`src/rtl/ps2_key_event_ctrl.sv`:
```
// PS/2 set-2 scancode parser: resolves E0/F0 prefixes, suppresses typematic repeats,
// queues key events in a first-word-fall-through FIFO, and tracks recent makes and a press count.
module ps2_key_event_ctrl #(
   parameter int unsigned FIFO_DEPTH = 4,
   parameter int unsigned TIMEOUT    = 50000
) (
   input  logic        clk,
   input  logic        rst_n,
   input  logic [7:0]  byte_in,
   input  logic        byte_valid,
   input  logic        evt_ready,
   output logic        evt_valid,
   output logic [7:0]  evt_code,
   output logic        evt_ext,
   output logic        evt_break,
   output logic [31:0] disp_x,
   output logic [15:0] key_count,
   output logic        overflow
);

   localparam int unsigned AW = $clog2(FIFO_DEPTH);
   localparam int unsigned CW = AW + 1;
   localparam int unsigned TW = $clog2(TIMEOUT + 1);

   typedef enum logic [1:0] {S_IDLE, S_E0, S_F0, S_E0F0} state_t;

   state_t        state, state_nx;
   logic [TW-1:0] to_cnt;
   logic          to_hit;
   logic          is_ctrl;
   logic          dec_valid, dec_ext, dec_brk;
   logic [7:0]    dec_code;

   logic          held_valid, held_ext;
   logic [7:0]    held_code;
   logic          held_match, mk_acc, push, pop, full, wr_ok;

   logic [9:0]    mem [FIFO_DEPTH];
   logic [9:0]    entry, head;
   logic [AW-1:0] wr_ptr, rd_ptr, rd_ptr_nx;
   logic [CW-1:0] count, cnt_after;

   assign is_ctrl = (byte_in == 8'h00) || (byte_in == 8'hAA) || (byte_in == 8'hEE) ||
                    (byte_in == 8'hFA) || (byte_in == 8'hFE) || (byte_in == 8'hFF) ||
                    (byte_in == 8'hE1);
   assign to_hit  = (to_cnt == TW'(TIMEOUT - 1));

   always_comb begin
      state_nx  = state;
      dec_valid = 1'b0;
      dec_ext   = 1'b0;
      dec_brk   = 1'b0;
      dec_code  = byte_in;
      if (byte_valid) begin
         unique case (state)
            S_IDLE: begin
               if (byte_in == 8'hE0)      state_nx = S_E0;
               else if (byte_in == 8'hF0) state_nx = S_F0;
               else if (!is_ctrl)         dec_valid = 1'b1;
            end
            S_E0: begin
               state_nx = S_IDLE;
               if (byte_in == 8'hF0)      state_nx = S_E0F0;
               else if (byte_in == 8'hE0) state_nx = S_E0;
               else if (byte_in != 8'h12) begin
                  dec_valid = 1'b1;
                  dec_ext   = 1'b1;
               end
            end
            S_F0: begin
               state_nx  = S_IDLE;
               dec_valid = 1'b1;
               dec_brk   = 1'b1;
            end
            S_E0F0: begin
               state_nx = S_IDLE;
               if (byte_in != 8'h12) begin
                  dec_valid = 1'b1;
                  dec_ext   = 1'b1;
                  dec_brk   = 1'b1;
               end
            end
            default: state_nx = S_IDLE;
         endcase
      end else if (state != S_IDLE && to_hit) begin
         state_nx = S_IDLE;
      end
   end

   always_ff @(posedge clk or negedge rst_n) begin
      if (!rst_n) begin
         state  <= S_IDLE;
         to_cnt <= '0;
      end else begin
         state <= state_nx;
         if (byte_valid || state == S_IDLE || to_hit) to_cnt <= '0;
         else                                         to_cnt <= to_cnt + 1'b1;
      end
   end

   assign held_match = held_valid && (held_ext == dec_ext) && (held_code == dec_code);
   assign mk_acc     = dec_valid && !dec_brk && !held_match;
   assign push       = mk_acc || (dec_valid && dec_brk);
   assign evt_valid  = (count != '0);
   assign pop        = evt_valid && evt_ready;
   assign full       = (count == CW'(FIFO_DEPTH));
   assign wr_ok      = push && (!full || pop);
   assign entry      = {dec_ext, dec_brk, dec_code};
   assign rd_ptr_nx  = rd_ptr + AW'(pop);
   assign cnt_after  = count - CW'(pop);

   always_ff @(posedge clk or negedge rst_n) begin
      if (!rst_n) begin
         held_valid <= 1'b0;
         held_ext   <= 1'b0;
         held_code  <= '0;
         disp_x     <= '0;
         key_count  <= '0;
         overflow   <= 1'b0;
      end else begin
         if (mk_acc) begin
            held_valid <= 1'b1;
            held_ext   <= dec_ext;
            held_code  <= dec_code;
            disp_x     <= {disp_x[23:0], dec_code};
            key_count  <= key_count + 1'b1;
         end else if (dec_valid && dec_brk && held_match) begin
            held_valid <= 1'b0;
         end
         if (push && full && !pop) overflow <= 1'b1;
      end
   end

   always_ff @(posedge clk) begin
      if (wr_ok) mem[wr_ptr] <= entry;
   end

   // Head is registered so the outputs keep the last popped event while the FIFO is empty;
   // a push into a FIFO that is empty after this cycle's pop bypasses the memory.
   always_ff @(posedge clk or negedge rst_n) begin
      if (!rst_n) begin
         wr_ptr <= '0;
         rd_ptr <= '0;
         count  <= '0;
         head   <= '0;
      end else begin
         if (wr_ok) wr_ptr <= wr_ptr + 1'b1;
         rd_ptr <= rd_ptr_nx;
         count  <= cnt_after + CW'(wr_ok);
         if (cnt_after != '0) head <= mem[rd_ptr_nx];
         else if (wr_ok)      head <= entry;
      end
   end

   assign evt_ext   = head[9];
   assign evt_break = head[8];
   assign evt_code  = head[7:0];

endmodule
```
`config.mk`:
```
export PLATFORM = sky130hd
export DESIGN_NAME = ps2_key_event_ctrl
export DESIGN_NICKNAME = d
export VERILOG_FILES = /design/src/rtl/ps2_key_event_ctrl.sv
export SDC_FILE = /design/constraint.sdc
export NUM_CORES = 1
export LEC_CHECK = 0
export ABC_AREA = 1
export BUFFER_PORTS_ARGS = -buffer_cell sky130_fd_sc_hd__buf_2
export CORE_MARGIN = 8
export CORE_UTILIZATION = 35
export DETAILED_ROUTE_END_ITERATION = 6
export SLEW_MARGIN = 20
export SYNTH_ARGS = -nofsm -noshare
export SYNTH_HDL_FRONTEND = slang
export SYNTH_SLANG_ARGS = --single-unit
export TNS_END_PERCENT = 30
```
`constraint.sdc`:
```
create_clock -name clk -period 1.9 [get_ports clk]
set_input_delay 0.38 -clock clk [delete_from_list [all_inputs] [get_ports clk]]
set_output_delay 0.38 -clock clk [all_outputs]
set_load 0.05 [all_outputs]
```
# After elaboration in Yosys (flattened, before gate mapping)
# Memory sizes are Yosys's and may differ from the RTL's.
# Index checks and enable logic that the tools add are counted.
[word_totals] latch_bits=0 ram_bits=40 out_inout_bits=60 input_bits=12 reg_bits=94 n_memories=1 mem_bits_ro=0
[op_classes] div=0 n_reduce_logical=35 n_lt_le_gt_ge=0 addsub=6 mux=26 multipliers=0 shift=0 bitwise_logic=0 n_eq_ne=17
[mem_list] name="mem" depth=4 word_bits=10 read_ports=1 rd_ports_with_merged_regs=0 wr=1 line_no="38" rtl="logic [9:0] mem [FIFO_DEPTH];"
[ops] operator="$eq A8 B8 Y1 const B" count=8
[ops] operator="$add A16 B1 Y16 const B" count=2
[ops] operator="$mux W10" count=2
[ops] operator="$eq A16 B16 Y1 const B" count=1
[ops] operator="$mux W16" count=1
[ops] operator="$mux W1" count=14
[ops] operator="$logic_and A1 B1 Y1" count=11
[ops] operator="$logic_or A1 B1 Y1" count=10
[ops] operator="$mux W2" count=5
[ops] operator="$eq A8 B8 Y1" count=1
[ops] operator="$logic_not A8 Y1" count=1
[ops] operator="$ne A8 B5 Y1 const B" count=1
[ops] operator="$reduce_bool A2 Y1" count=4
[ops] operator="$pmux W2 S3" count=1
[ops] operator="$reduce_bool A3 Y1" count=2
[ops] operator="$eq A2 B2 Y1 const B" count=2
[ops] operator="$logic_not A1 Y1" count=4
[ops] operator="$ne A4 B4 Y1 const B" count=1
[ops] operator="$pmux W1 S2" count=2
[ops] operator="$pmux W1 S4" count=1
[ops] operator="$add A3 B1 Y3" count=1
[ops] operator="$eq A3 B3 Y1 const B" count=1
[ops] operator="$sub A3 B1 Y3" count=1
[ops] operator="$add A2 B1 Y2" count=1
[ops] operator="other kinds (6)" count=6

# Depth between registers and ports, before layout
# Gate-level depths: netlist of run 1.
[logic_depth] word_depth=18 mapped_depth=16

# Worst setup path before layout of run 1
# OpenSTA, ideal clock, no wires.
[synth_path] path_type="input -> register" from="in byte_in[0]" to="mem mem[0][0], enable pin" required_time_ns=1.524 arrival_ns=1.986 setup_time_ns=0.376 path_slack_ns=-0.462 stages=14 cell_sequence="inv_2 nand2_1 nor2_2 nand2_1 nand2_1 nand2_1 nand2_1 nand2_1 nand3_2 nand2_1 nand2_1 nand2_2 buf_6 nor2_1"
[synth_via] elab_chain_len=18 word_cells_on_any_way=41 classes_between="eq/ne (11); mux (14); reduce/logical (16)"
[synth_rtl] item="start: declaration" line_no="9" rtl="input logic [7:0] byte_in,"
[synth_rtl] item="$eq A8 B8 Y1 or $logic_not A8 Y1 (tied branches)" line_no="43" rtl="assign is_ctrl = (byte_in == 8'h00) || (byte_in == 8'hAA) || (byte_in == 8'hEE) ||"
[synth_rtl] item="$logic_or A1 B1 Y1 (3 in a row)" line_no="43"
[synth_rtl] item="$logic_or A1 B1 Y1 (3 in a row)" line_no="44" rtl="(byte_in == 8'hFA) || (byte_in == 8'hFE) || (byte_in == 8'hFF) ||"
[synth_rtl] item="$mux W1" line_no="59" rtl="else if (!is_ctrl) dec_valid = 1'b1;"
[synth_rtl] item="$mux W1" line_no="58" rtl="else if (byte_in == 8'hF0) state_nx = S_F0;"
[synth_rtl] item="$mux W1" line_no="57" rtl="if (byte_in == 8'hE0) state_nx = S_E0;"
[synth_rtl] item="$pmux W1 S4" line_no="55" rtl="unique case (state)"
[synth_rtl] item="$mux W1" line_no="54" rtl="if (byte_valid) begin"
[synth_rtl] item="$logic_and A1 B1 Y1 (2 in a row)" line_no="102" rtl="assign mk_acc = dec_valid && !dec_brk && !held_match;"
[synth_rtl] item="$logic_or A1 B1 Y1 (*)" line_no="103" rtl="assign push = mk_acc || (dec_valid && dec_brk);"
[synth_rtl] item="$logic_and A1 B1 Y1 (*)" line_no="107" rtl="assign wr_ok = push && (!full || pop);"
[synth_rtl] item="$mux W1 (*)" line_no="135" rtl="if (wr_ok) mem[wr_ptr] <= entry;"
[synth_rtl] item="$mux W1 (implied by the code) (*)" line_no="135"
[synth_rtl] item="end: declaration" line_no="38"
# Mark *: on every way between the ends. The rest lies on a longest branch, timed or not.

# Worst setup path in the final report of run 1
[layout_path] from="reg count[1]" to="reg head[3]"
[layout_via] elab_chain_len=5 word_cells_on_any_way=12 classes_between="add/sub (2); eq/ne (1); mux (1); reduce/logical (7); memory (1)"
[layout_rtl] item="start: declaration" line_no="41" rtl="logic [CW-1:0] count, cnt_after;"
[layout_rtl] item="start signal: assignment" line_no="149" rtl="count <= cnt_after + CW'(wr_ok);"
[layout_rtl] item="$reduce_bool A3 Y1 or $eq A3 B3 Y1 (tied branches)" line_no="104, 106"
[layout_rtl] item="$logic_and A1 B1 Y1 or $logic_not A1 Y1 (tied branches)" line_no="105, 107"
[layout_rtl] item="$add A2 B1 Y2 (tied with other cells)" line_no="109" rtl="assign rd_ptr_nx = rd_ptr + AW'(pop);"
[layout_rtl] item="$mem_v2 Z4 W10 (tied with other cells)"
[layout_rtl] item="$mux W10 or $reduce_bool A2 Y1 (tied branches)"
[layout_rtl] item="end signal: assignment" line_no="150" rtl="if (cnt_after != '0) head <= mem[rd_ptr_nx];"
[layout_rtl] item="end signal: assignment" line_no="151" rtl="else if (wr_ok) head <= entry;"
[layout_rtl] item="end: declaration" line_no="39" rtl="logic [9:0] entry, head;"
# Parallel ways exist; a longest one is shown, timed or not.
# A chain may end at the register's enable or synchronous reset.

==> summary.md, run 1 <==
| Metric | Value |
|---|---|
| Fraction of layout cells with a size suffix above 1 | 32.7% |
| Slew HR | 70.0% |
| Clk pwr share | 24.0% |
| Yosys top cell area share | 36.5% |
| Vias post-DR | 5042 |
| Register area | 0.00336 mm2 |
| Register share of total power | 29.5% |
| Initial core utilization | 35.7% |
| Sw power | 5450 uW |
| WL per Instance | 14.9 um |
| Fillers | 1545 |
| Placement Setup Slack | -0.299 ns |
| Crit. End Element | register |
| CTS tree | yes |
| GPL Wtd Cong | 0.845 |
| Post-detail-place hpwl | 10900 um |
| Worst Skew | 0.00841 ns |
| Tmin final | 2.02 ns |
| DIE WIDTH | 146 um |
| PnR worst setup slack | -0.118 ns |
| Internal Dissipation | 7670 uW |
| Total power | 13100 uW |
| Layout area overhead | 39.8% |
| Pre-Repair DR Iteration Count | 4 |
| Vias in the first global route | 4986 |
| Status | complete, but fails checks |
| Drt via density | 4.77 |
| Max-Cap Viols | 0 |
| Worst Hold Class | in -> reg |
| Initial antenna violation count | 1 |
| Non-Filler Cell Area, Final | 0.00825 mm2 |
| Core box area | 0.0165 mm2 |
| Initial DRC Count | 345 |
| Num rows | 47 |
| Peak Freq | 0.495 GHz |
| CP required | 2.21 ns |
| Clk Latency, worst-skew pair | 0.42 ns |
| Clock slew at reported path FFs | 0.06 ns |
| Detailed-route wire length | 15800 um |
| Worst-Margin Slew | 0.447 ns |
| H-tree lvl count | 4 |
| Sequential cell area fraction in the yosys report | 56.9% |
| Net count, final | 848 |
| Global route overflow | 0 |
| Footprint of the multi-input gates | 0.00253 mm2 |
| Pwr Density | 1590 mW/mm2 |
| Finished Layout Cells | 1058 |
| Final Hold Vio Count | 0 |
| Yosys reg bits | 126 |
| Final slew viol count | 0 |
| DP Area | 0.00725 mm2 |
| CTS buffer count | 17 |
| Failing checks | negative setup slack |
| Comb power frac | 46.5% |
| Top Ports | 72 |
| Gr usage total | 15.1% |
| Final Setup Violations | 10 |
| Worst-path fanout max | 5 |
| Layout Utilization | 49.9% |
| WHS Path Cells | 3 |
| Synth area leaders | dfrtp_1, edfxtp_1, nand2_1 |
| Mapped Area | 0.00590 mm2 |
| Switching Share | 41.6% |
| Root Buffer | clkbuf_16 |
| Bufs on Longest Clock Path | 2 |
| First-pass GRT wire length | 25700 um |
| Synth area leader | dfrtp_1 |
| Crit path kind | reg -> reg |
| Largest net degree at the start of global routing | 40 |
| Worst reg-to-reg path cell count | 13 |
| PortBufs | 71 |
| Chip height | 146 um |
| Die ar. | 0.0213 mm2 |
| Post-DRT Antenna Nets | 0 |
| Post-Syn Nets | 689 |
| Clock sink total | 126 |
| Yosys Warn Count | 0 |
| Maximum VDD drop | 0.000961 V |
| Period utilization | 106% |
| Leak | 0.00378 uW |
| Worst endpoint data arrival time | 2.33 ns |
| Post-Syn Area per Cell | 8.86 um2 |
| Distinct cell type count after synthesis | 30 |
| RSZ-0062 raised after global routing | yes |
| DP Cell Count | 1010 |
| # DRC | 0 |
| Post-Syn Instances | 666 |
| CP Launch Type | register |
==> placed cells by master, fill, tap and decap left out, types with 7 or more instances in the layout <==
cell type	instances
o21ai_2	9
buf_12	10
nand2_2	14
nand3_1	70
o21ai_1	18
inv_1	45
xnor2_1	9
xor2_1	9
clkbuf_16	18
nor2_4	8
a21oi_1	10
buf_4	76
nand2_1	172
inv_4	7
dfrtp_2	9
dfrtp_1	77
o21ai_0	20
edfxtp_1	40
nor3_1	16
nor2_1	49
buf_2	69
==> final cells by class <==
| type | count | share of cell area, % |
|---|---|---|
| antenna | 1 | 0.0303 |
| clock buffer | 20 | 5.55 |
| tap | 220 | 3.34 |
| sequential | 126 | 40.8 |
| timing repair buffer | 164 | 15.1 |
| clock inverter | 11 | 1.38 |
| inverter | 56 | 3.11 |
| multi-input combinational | 460 | 30.7 |
==> power by group through the flow <==
stage,Sequential (uW),Clock (uW),Combinational [uW]
final,3870,3150,6100
after global routing,3940,3330,6590
after CTS,3870,3200,5970
after detailed placement,3900,0,5020
after global placement,3900,0,4970
after floorplan,5100,0,2090
==> cell families after synthesis <==
kind of cell / count (synthesis) / share of synthesized area (%)
xor gates and xnor gates: 19 / 2.82
DFF: 126 / 56.9
buffers and inverters: 80 / 5.77
AOI/OAI and AO/OA: 64 / 5.52
adders and majority gates: 11 / 2.33
and+or+nand+nor: 366 / 26.7
==> per-layer routing <==
layer | vias up | GRT usage [%] | routed length (um)
met5 | - | 0 | 13
met4 | 2 | 5.67 | 295
met1 | 2391 | 18.3 | 6970
met2 | 104 | 24.9 | 7750
met3 | 27 | 4.54 | 755
li1 | 2518 | - | -
==> critical path, cell delays in order, from the launching register on <==
cell	delay [ns]
dfrtp_1	0.40
nor2_2	0.15
a21oi_2	0.08
ha_2	0.19
ha_4	0.28
inv_4	0.04
nor3_4	0.22
inv_4	0.08
buf_12	0.14
buf_16	0.13
nand3_2	0.06
o21ai_2	0.05
nand2_1	0.06
nand2_1	0.05
==> what timing repair did <==
item / CTS / global route
gates cloned: 3 / 0
pin swaps: 10 / 26
gates resized for setup: 53 / 33
buffers inserted: 6 / 9
setup endpoints to repair: 10 / 57
hold buffers: 1 / 0
hold endpoints to repair: 11 / 0
==> registers in the layout, summed over array words and instances, names as in the netlist <==
signal,flops
mem,40
disp_x,32
key_count,16
to_cnt,16
head,10
count,3
rd_ptr,2
state,2
wr_ptr,2
held_ext,1
held_valid,1
overflow,1
==> through the flow <==
step | hold slack (ns) | TNS (ns)
after floorplan | 0.0844 | -4.07
after global placement | 0.259 | -20.70
after detailed placement | 0.258 | -22.39
after CTS | 0.294 | -0.885
after global routing | 0.313 | -2.03
final | 0.302 | -0.938
==> synth_stat cells <==
cell / n
nand2_1: 186
o21ai_0: 38
inv_1: 50
ha_1: 11
a31oi_1: 1
nor3b_1: 6
dfrtp_1: 86
xor2_1: 10
buf_4: 1
buf_1: 3
nand3_1: 78
a21oi_1: 12
buf_2: 5
xnor2_1: 9
buf_6: 4
inv_2: 6
clkbuf_1: 11
nor3_4: 1
or2_2: 1
o21ai_1: 11
nor2_1: 60
nor4_1: 6
nor3_1: 18
nand2_2: 3
nor2_2: 1
o22ai_1: 1
o21a_1: 1
nand4_1: 5
edfxtp_1: 40
nand3_2: 1
==> worst paths after layout <==
check	startpoint	endpoint	slack [ns]
min	byte_valid	state[0]	0.30
min in group asynchronous	rst_n	to_cnt[10]	0.36
max in group asynchronous	rst_n	disp_x[2]	0.99
max	count[1]	head[3]	-0.12
max reg2reg	count[1]	head[3]	-0.12
min reg2reg	disp_x[26]	disp_x[26]	0.47
Note: power is estimated with default switching activity, not from simulation.
==> inputs of run 2 (changes only) <==
--- a/config.mk
+++ b/config.mk
@@ -7,8 +7,9 @@
 export LEC_CHECK = 0
 export ABC_AREA = 1
 export BUFFER_PORTS_ARGS = -buffer_cell sky130_fd_sc_hd__buf_2
+export CORE_ASPECT_RATIO = 0.7
 export CORE_MARGIN = 8
-export CORE_UTILIZATION = 35
+export CORE_UTILIZATION = 33
 export DETAILED_ROUTE_END_ITERATION = 6
 export SLEW_MARGIN = 20
 export SYNTH_ARGS = -nofsm -noshare
==> run 2 against run 1 <==
  * The run still ends with negative setup slack left
  * Sequential share of layout area decreased by 1.4 points
  * Fmax shrank 5.2%
  * Cell count is 2.6% higher
  * Critical path depth is 1 lower
  * Global-route usage fell by 0.30 points
  * Wire length grew 8.8%
  * Register-to-register slack worse by 0.11 ns
  * Sequential power rose by 1%
  * Non-clock buffer count is 12 higher
  * Sequential cell count unchanged
  * Worst setup slack got worse by 0.11 ns
  * Power up 5.8%
  * Critical endpoint is now head[4]
  * Largest cell class unchanged
==> summary.md, run 2 (synthesis gave the netlist of run 1 again) <==
| Metric | Value |
|---|---|
| Leak | 0.00389 uW (was 0.00378 uW) |
| Fraction of layout cells with a size suffix above 1 | 33.9% (was 32.7%) |
| Worst Skew | 0.00563 ns (was 0.00841 ns) |
| Clk pwr share | 25.0% (was 24.0%) |
| Placement Setup Slack | -0.380 ns (was -0.299 ns) |
| Register name with the most flops | mem (unchanged) |
| Ant diodes | 0 (was 1) |
| DIE WIDTH | 176 um (was 146 um) |
| Peak Freq | 0.470 GHz (was 0.495 GHz) |
| Vias in the first global route | 4740 (was 4986) |
| Register share of total power | 28.2% (was 29.5%) |
| FF-to-FF setup slack | -0.23 ns (was -0.12 ns) |
| Clock sink total | 126 (unchanged) |
| Switching Share | 41.1% (was 41.6%) |
| # DRC | 0 (unchanged) |
| Gr usage total | 14.8% (was 15.1%) |
| Sw power | 5710 uW (was 5450 uW) |
| Flip-flop count of the largest register after layout | 40 (unchanged) |
| Comb power frac | 46.8% (was 46.5%) |
| Maximum VDD drop | 0.000925 V (was 0.000961 V) |
| Total power | 13900 uW (was 13100 uW) |
| RSZ-0062 raised after global routing | yes (unchanged) |
| Period utilization | 112% (was 106%) |
| PortBufs | 71 (unchanged) |
| Chip height | 128 um (was 146 um) |
| Drt via density | 4.71 (was 4.77) |
| Worst setup path end | head[4] (was head[3]) |
| Post-detail-place hpwl | 12200 um (was 10900 um) |
| Bufs on Longest Clock Path | 2 (unchanged) |
| Top flop regs | mem: 40 flops, disp_x: 32 flops (unchanged) |
| Root Buffer | clkbuf_16 (unchanged) |
| PnR worst setup slack | -0.229 ns (was -0.118 ns) |
| Num rows | 41 (was 47) |
| WL per Instance | 15.8 um (was 14.9 um) |
| Final Setup Violations | 10 (unchanged) |
| Failing checks | negative setup slack (unchanged) |
| Initial DRC Count | 472 (was 345) |
| CTS buffer count | 17 (unchanged) |
| Vias post-DR | 5114 (was 5042) |
| Post-DRT Antenna Nets | 0 (unchanged) |
| Top Ports | 72 (unchanged) |
| Largest net degree at the start of global routing | 39 (was 40) |
| First-pass GRT wire length | 25900 um (was 25700 um) |
| Commonest non-fill, non-tap cells in the layout | nand2_1, buf_4, dfrtp_1 (was nand2_1, dfrtp_1, buf_4) |
| Layout area overhead | 44.6% (was 39.8%) |
| Core box area | 0.0177 mm2 (was 0.0165 mm2) |
| Net count, final | 860 (was 848) |
| Clk Latency, worst-skew pair | 0.42 ns (about the same) |
| Worst reg-to-reg path cell count | 12 (was 13) |
| Worst-path fanout max | 5 (unchanged) |
| Setup TNS | -1.76 ns (was -0.938 ns) |
| Most common cell after layout, fill and taps aside | nand2_1 (unchanged) |
| Max-Cap Viols | 0 (unchanged) |
| Die ar. | 0.0225 mm2 (was 0.0213 mm2) |
| H-tree lvl count | 4 (unchanged) |
| Crit. End Element | register (unchanged) |
| Detailed-route wire length | 17200 um (was 15800 um) |
| Worst Hold Class | in -> reg (unchanged) |
| Fillers | 1635 (was 1545) |
| Pre-Repair DR Iteration Count | 5 (was 4) |
| Initial core utilization | 33.2% (was 35.7%) |
| Final slew viol count | 0 (unchanged) |
| Global route overflow | 0 (unchanged) |
| CTS tree | yes (unchanged) |
| Worst R2R Start | count[1] (unchanged) |
| Status | complete, but fails checks (unchanged) |
| Slew HR | 70.9% (was 70.0%) |
| Final Hold Vio Count | 0 (unchanged) |
| Internal Dissipation | 8170 uW (was 7670 uW) |
| CP required | 2.25 ns (was 2.21 ns) |
| Critical Path Source | count[1] (unchanged) |
| CP Launch Type | register (unchanged) |
| Initial antenna violation count | 1 (unchanged) |
| Crit path kind | reg -> reg (unchanged) |
| Worst endpoint data arrival time | 2.48 ns (was 2.33 ns) |
| Worst-Margin Slew | 0.436 ns (was 0.447 ns) |
| WHS Path Cells | 1 (was 3) |
| RR Endpoint | head[4] (was head[3]) |
| GPL Wtd Cong | 0.921 (was 0.845) |
| Tmin final | 2.13 ns (was 2.02 ns) |
| Pwr Density | 1630 mW/mm2 (was 1590 mW/mm2) |
| Clock slew at reported path FFs | 0.06 ns (about the same) |
==> run 2: repair_timing <==
item                                   CTS  global route
pin swaps                                3            33
setup buffers                            3             5
hold buffers                             1             0
gates cloned                             0             5
gates resized for setup                 21            69
setup endpoints to repair               10            56
endpoints found under the hold margin   27             0
==> run 2: cell type report <==
type | instances | area [um2] | area share, %
clock inverter | 13 | 195 | 2.29
multi-input combinational | 460 | 2580 | 30.3
tap | 236 | 295 | 3.46
clock buffer | 19 | 433 | 5.08
inverter | 56 | 254 | 2.98
sequential | 126 | 3360 | 39.4
timing repair buffer | 176 | 1410 | 16.5
==> run 2: how the worst min path moves through the flow <==
| stage | slack, ns | start | to |
|---|---|---|---|
| detailed placement | 0.36 | rst_n | to_cnt[13] |
| floorplan | 0.08 | rst_n | count[0] |
| global route | 0.24 | byte_in[4] | mem[3][4] |
| CTS | 0.25 | byte_in[4] | mem[3][4] |
| finish | 0.25 | byte_in[4] | mem[3][4] |
| global placement | 0.36 | rst_n | to_cnt[13] |
==> run 2: metal layers <==
metal	vias up	part of all wire [%]	global-route usage, %
li1	2540	-	-
met1	2406	52	21.9
met2	143	41	20.1
met3	23	6.4	5.09
met4	2	1.0	3.78
met5	-	0.076	0
==> run 2: stage by stage <==
stage / instances / utilization (%) / hold slack [ns] / instance area, um2
after CTS: 1081 / 46.0 / 0.251 / 8170
after global routing: 1086 / 48.1 / 0.243 / 8530
after detailed placement: 1045 / 42.0 / 0.362 / 7450
after global placement: 1045 / 42.0 / 0.365 / 7450
after floorplan: 666 / - / 0.0844 / 6060
final: 1086 / 48.1 / 0.247 / 8530
==> run 2: power by group through the flow <==
stage / combinational [uW] / sequential [uW] / clock, uW
after floorplan: 2090 / 5100 / 0
after global placement: 5470 / 3930 / 0
after detailed placement: 5550 / 3920 / 0
after CTS: 5820 / 3900 / 3550
after global routing: 6960 / 3990 / 3650
final: 6490 / 3910 / 3480
==> run 2: worst max-delay path: stages, from the launching register on <==
cell,delay [ns]
dfrtp_1,0.40
nor2_4,0.15
a21oi_4,0.09
ha_4,0.17
ha_4,0.17
xor2_4,0.19
nor3_4,0.23
inv_4,0.10
clkbuf_16,0.16
buf_6,0.12
o21ai_4,0.13
nand2_1,0.07
nand2_1,0.06
==> inputs of run 3 (changes only) <==
--- a/config.mk
+++ b/config.mk
@@ -11,7 +11,8 @@
 export CORE_MARGIN = 8
 export CORE_UTILIZATION = 33
 export DETAILED_ROUTE_END_ITERATION = 6
-export SLEW_MARGIN = 20
+export GPL_ROUTABILITY_DRIVEN = 0
+export SLEW_MARGIN = 0
 export SYNTH_ARGS = -nofsm -noshare
 export SYNTH_HDL_FRONTEND = slang
 export SYNTH_SLANG_ARGS = --single-unit
==> constraint.sdc (replaced) <==
create_clock -name clk -period 1.9 [get_ports clk]
set_input_delay 0.285 -clock clk [delete_from_list [all_inputs] [get_ports clk]]
set_output_delay 0.285 -clock clk [all_outputs]
set_load 0.05 [all_outputs]
==> run 3 against run 2 <==
  * The run still ends with negative setup slack left
  * Clock power decreased by 4%
  * Power is 4.8% lower
  * Critical path depth unchanged
  * Sequential power about the same
  * Critical endpoint is now head[7]
==> summary.md, run 3 (synthesis gave the netlist of run 1 again) <==
| Metric | Value |
|---|---|
| Status | complete, but fails checks (unchanged) |
| Failing checks | negative setup slack (unchanged) |
| Crit path cell chain | nor2_4 -> a21oi_2 -> ha_2 -> ha_4 -> inv_4 -> nor3_4 -> buf_6 -> clkinvlp_4 -> nand3_2 -> o21ai_1 -> nand2_1 -> nand2_1 (was nor2_4 -> a21oi_4 -> ha_4 -> ha_4 -> xor2_4 -> nor3_4 -> inv_4 -> clkbuf_16 -> buf_6 -> o21ai_4 -> nand2_1 -> nand2_1) |
| Peak Freq | 0.493 GHz (was 0.470 GHz) |
| Vias post-DR | 5092 (was 5114) |
| Critical-path top delay cell | dfrtp_1 (unchanged) |
| Non-Filler Cell Area, Final | 0.00819 mm2 (was 0.00853 mm2) |
| Most common cell on crit path | nand2_1 |
| Final Setup Violations | 10 (unchanged) |
| Switching Share | 42.1% (was 41.1%) |
| Slew HR | 71.8% (was 70.9%) |
| Net count, final | 847 (was 860) |
| Bufs and invs on worst path | 3 (unchanged) |
| Max-Cap Viols | 0 (unchanged) |
| Period utilization | 107% (was 112%) |
| Maximum VDD drop | 0.000931 V (was 0.000925 V) |
| Clk Latency, worst-skew pair | 0.41 ns (was 0.42 ns) |
| Flip-flop count of the largest register after layout | 40 (unchanged) |
| PnR worst setup slack | -0.130 ns (was -0.229 ns) |
| Register area | 0.00336 mm2 (unchanged) |
| Gr usage total | 15.1% (was 14.8%) |
| # DRC | 0 (unchanged) |
| Worst-path fanout max | 7 (was 5) |
| Internal Dissipation | 7650 uW (was 8170 uW) |
| Detailed-route wire length | 16700 um (was 17200 um) |
| Worst Skew | 0.00914 ns (was 0.00563 ns) |
| Footprint of the multi-input gates | 0.00248 mm2 (was 0.00258 mm2) |
| PortBufs | 71 (unchanged) |
| Global route overflow | 0 (unchanged) |
| Initial core utilization | 33.2% (unchanged) |
| Clk pwr share | 25.3% (was 25.0%) |
| RSZ-0062 raised after global routing | yes (unchanged) |
| Worst Hold Class | in -> reg (unchanged) |
| Most common cell after layout, fill and taps aside | nand2_1 (unchanged) |
| Die ar. | 0.0225 mm2 (unchanged) |
| Chip height | 128 um (unchanged) |
| Bufs on Longest Clock Path | 2 (unchanged) |
| CTS buffer count | 17 (unchanged) |
| Crit-path leading delay family | simple AND/OR/NAND/NOR gates (unchanged) |
| DIE WIDTH | 176 um (unchanged) |
| Crit path kind | reg -> reg (unchanged) |
| Num rows | 41 (unchanged) |
| Fillers | 1747 (was 1635) |
| Tmin final | 2.03 ns (was 2.13 ns) |
| Drt via density | 4.75 (was 4.71) |
| Sw power | 5560 uW (was 5710 uW) |
| Root Buffer | clkbuf_16 (unchanged) |
| Final Hold Vio Count | 0 (unchanged) |
| Post-detail-place hpwl | 12000 um (was 12200 um) |
| Ant diodes | 0 (unchanged) |
| Initial antenna violation count | 1 (unchanged) |
| CP required | 2.20 ns (was 2.25 ns) |
| Register name with the most flops | mem (unchanged) |
| H-tree lvl count | 4 (unchanged) |
| Post-DRT Antenna Nets | 0 (unchanged) |
| Register share of total power | 29.6% (was 28.2%) |
| Crit path largest cell delay | 0.40 ns (about the same) |
| Worst-Margin Slew | 0.420 ns (was 0.436 ns) |
| Clock slew at reported path FFs | 0.06 ns (about the same) |
| DP Area | 0.00731 mm2 (was 0.00745 mm2) |
| Layout area overhead | 38.9% (was 44.6%) |
| Final slew viol count | 0 (unchanged) |
| Clock sink total | 126 (unchanged) |
| WL per Instance | 15.6 um (was 15.8 um) |
| Top flop regs | mem: 40 flops, disp_x: 32 flops (unchanged) |
| First-pass GRT wire length | 26500 um (was 25900 um) |
| Crit. End Element | register (unchanged) |
| CTS tree | yes (unchanged) |
| Top Ports | 72 (unchanged) |
| Vias in the first global route | 4778 (was 4740) |
| Core box area | 0.0177 mm2 (unchanged) |
| Leak | 0.00373 uW (was 0.00389 uW) |
| Worst endpoint data arrival time | 2.33 ns (was 2.48 ns) |
| Initial DRC Count | 567 (was 472) |
| Pwr Density | 1610 mW/mm2 (was 1630 mW/mm2) |
| Fraction of layout cells with a size suffix above 1 | 32.5% (was 33.9%) |
| Comb power frac | 45.0% (was 46.8%) |
| Pre-Repair DR Iteration Count | 5 (unchanged) |
| CP Launch Type | register (unchanged) |
| Placement Setup Slack | -0.381 ns (was -0.380 ns) |
| Commonest non-fill, non-tap cells in the layout | nand2_1, dfrtp_1, buf_4 (was nand2_1, buf_4, dfrtp_1) |
| Largest net degree at the start of global routing | 41 (was 39) |
==> run 3: cell types whose count changed in the layout (fill, tap and decap cells not counted), sizes merged <==
cell,before,now
buf,169,161
clkbuf,25,17
inv,56,60
clkinvlp,2,5
bufinv,5,3
clkinv,6,4
==> run 3: repair_timing <==
item	in CTS	in global routing
endpoints found under the hold margin	24	0
gates resized for setup	41	26
hold buffers	1	0
pin swaps	9	26
endpoints found under the setup margin	11	84
setup buffers	1	10
gates cloned	1	0
==> run 3: area by class of cell <==
cell class / instances / share of cell area [%]
sequential: 126 / 41.1
timing repair buffer: 162 / 14.6
tap: 236 / 3.60
multi-input combinational: 460 / 30.3
timing repair inverter: 1 / 0.0916
inverter: 56 / 2.93
clock inverter: 15 / 2.26
clock buffer: 17 / 5.19
==> run 3: power groups by stage <==
stage          logic [uW]  registers (uW)  clock network, uW
6_report             5950            3920               3350
5_1_grt              6440            3990               3530
4_1_cts              5810            3900               3410
3_5_place_dp         5470            3930                  0
3_3_place_gp         5430            3930                  0
2_1_floorplan        2080            5100                  0
==> run 3: worst paths after layout <==
check / cells after the start / startpoint / slack [ns] / end
min: 1 / byte_in[7] / 0.16 / mem[2][7]
min in group asynchronous: 2 / rst_n / 0.35 / disp_x[0]
min reg2reg: 1 / overflow / 0.47 / overflow
max: 12 / count[1] / -0.13 / head[7]
max in group asynchronous: 3 / rst_n / 0.87 / disp_x[7]
max reg2reg: 12 / count[1] / -0.13 / head[7]
==> run 3: worst register-to-register path, cell delays in order (launching register included) <==
cell	delay (ns)
dfrtp_1	0.40
nor2_4	0.13
a21oi_2	0.08
ha_2	0.19
ha_4	0.27
inv_4	0.03
nor3_4	0.15
buf_6	0.15
clkinvlp_4	0.18
nand3_2	0.12
o21ai_1	0.09
nand2_1	0.08
nand2_1	0.05
==> run 3: stage by stage <==
stage | instances | setup TNS, ns | hold WS (ns) | power [uW] | utilization (%)
final | 1073 | -0.846 | 0.157 | 13200 | 46.2
after global routing | 1073 | -3.04 | 0.131 | 14000 | 46.2
after CTS | 1063 | -0.595 | 0.129 | 13100 | 45.3
after detailed placement | 1030 | -17.00 | 0.259 | 9400 | 41.2
after global placement | 1030 | -13.83 | 0.252 | 9350 | 41.2
after floorplan | 666 | -0.979 | -0.0106 | 7180 | -
==> run 3: layer usage <==
metal | wire, um | vias to the layer above | global-route usage [%]
met2 | 6720 | 173 | 19.6
met3 | 1260 | 11 | 4.94
li1 | - | 2515 | -
met1 | 8550 | 2391 | 23.3
met4 | 154 | 2 | 3.53
met5 | 13 | - | 0
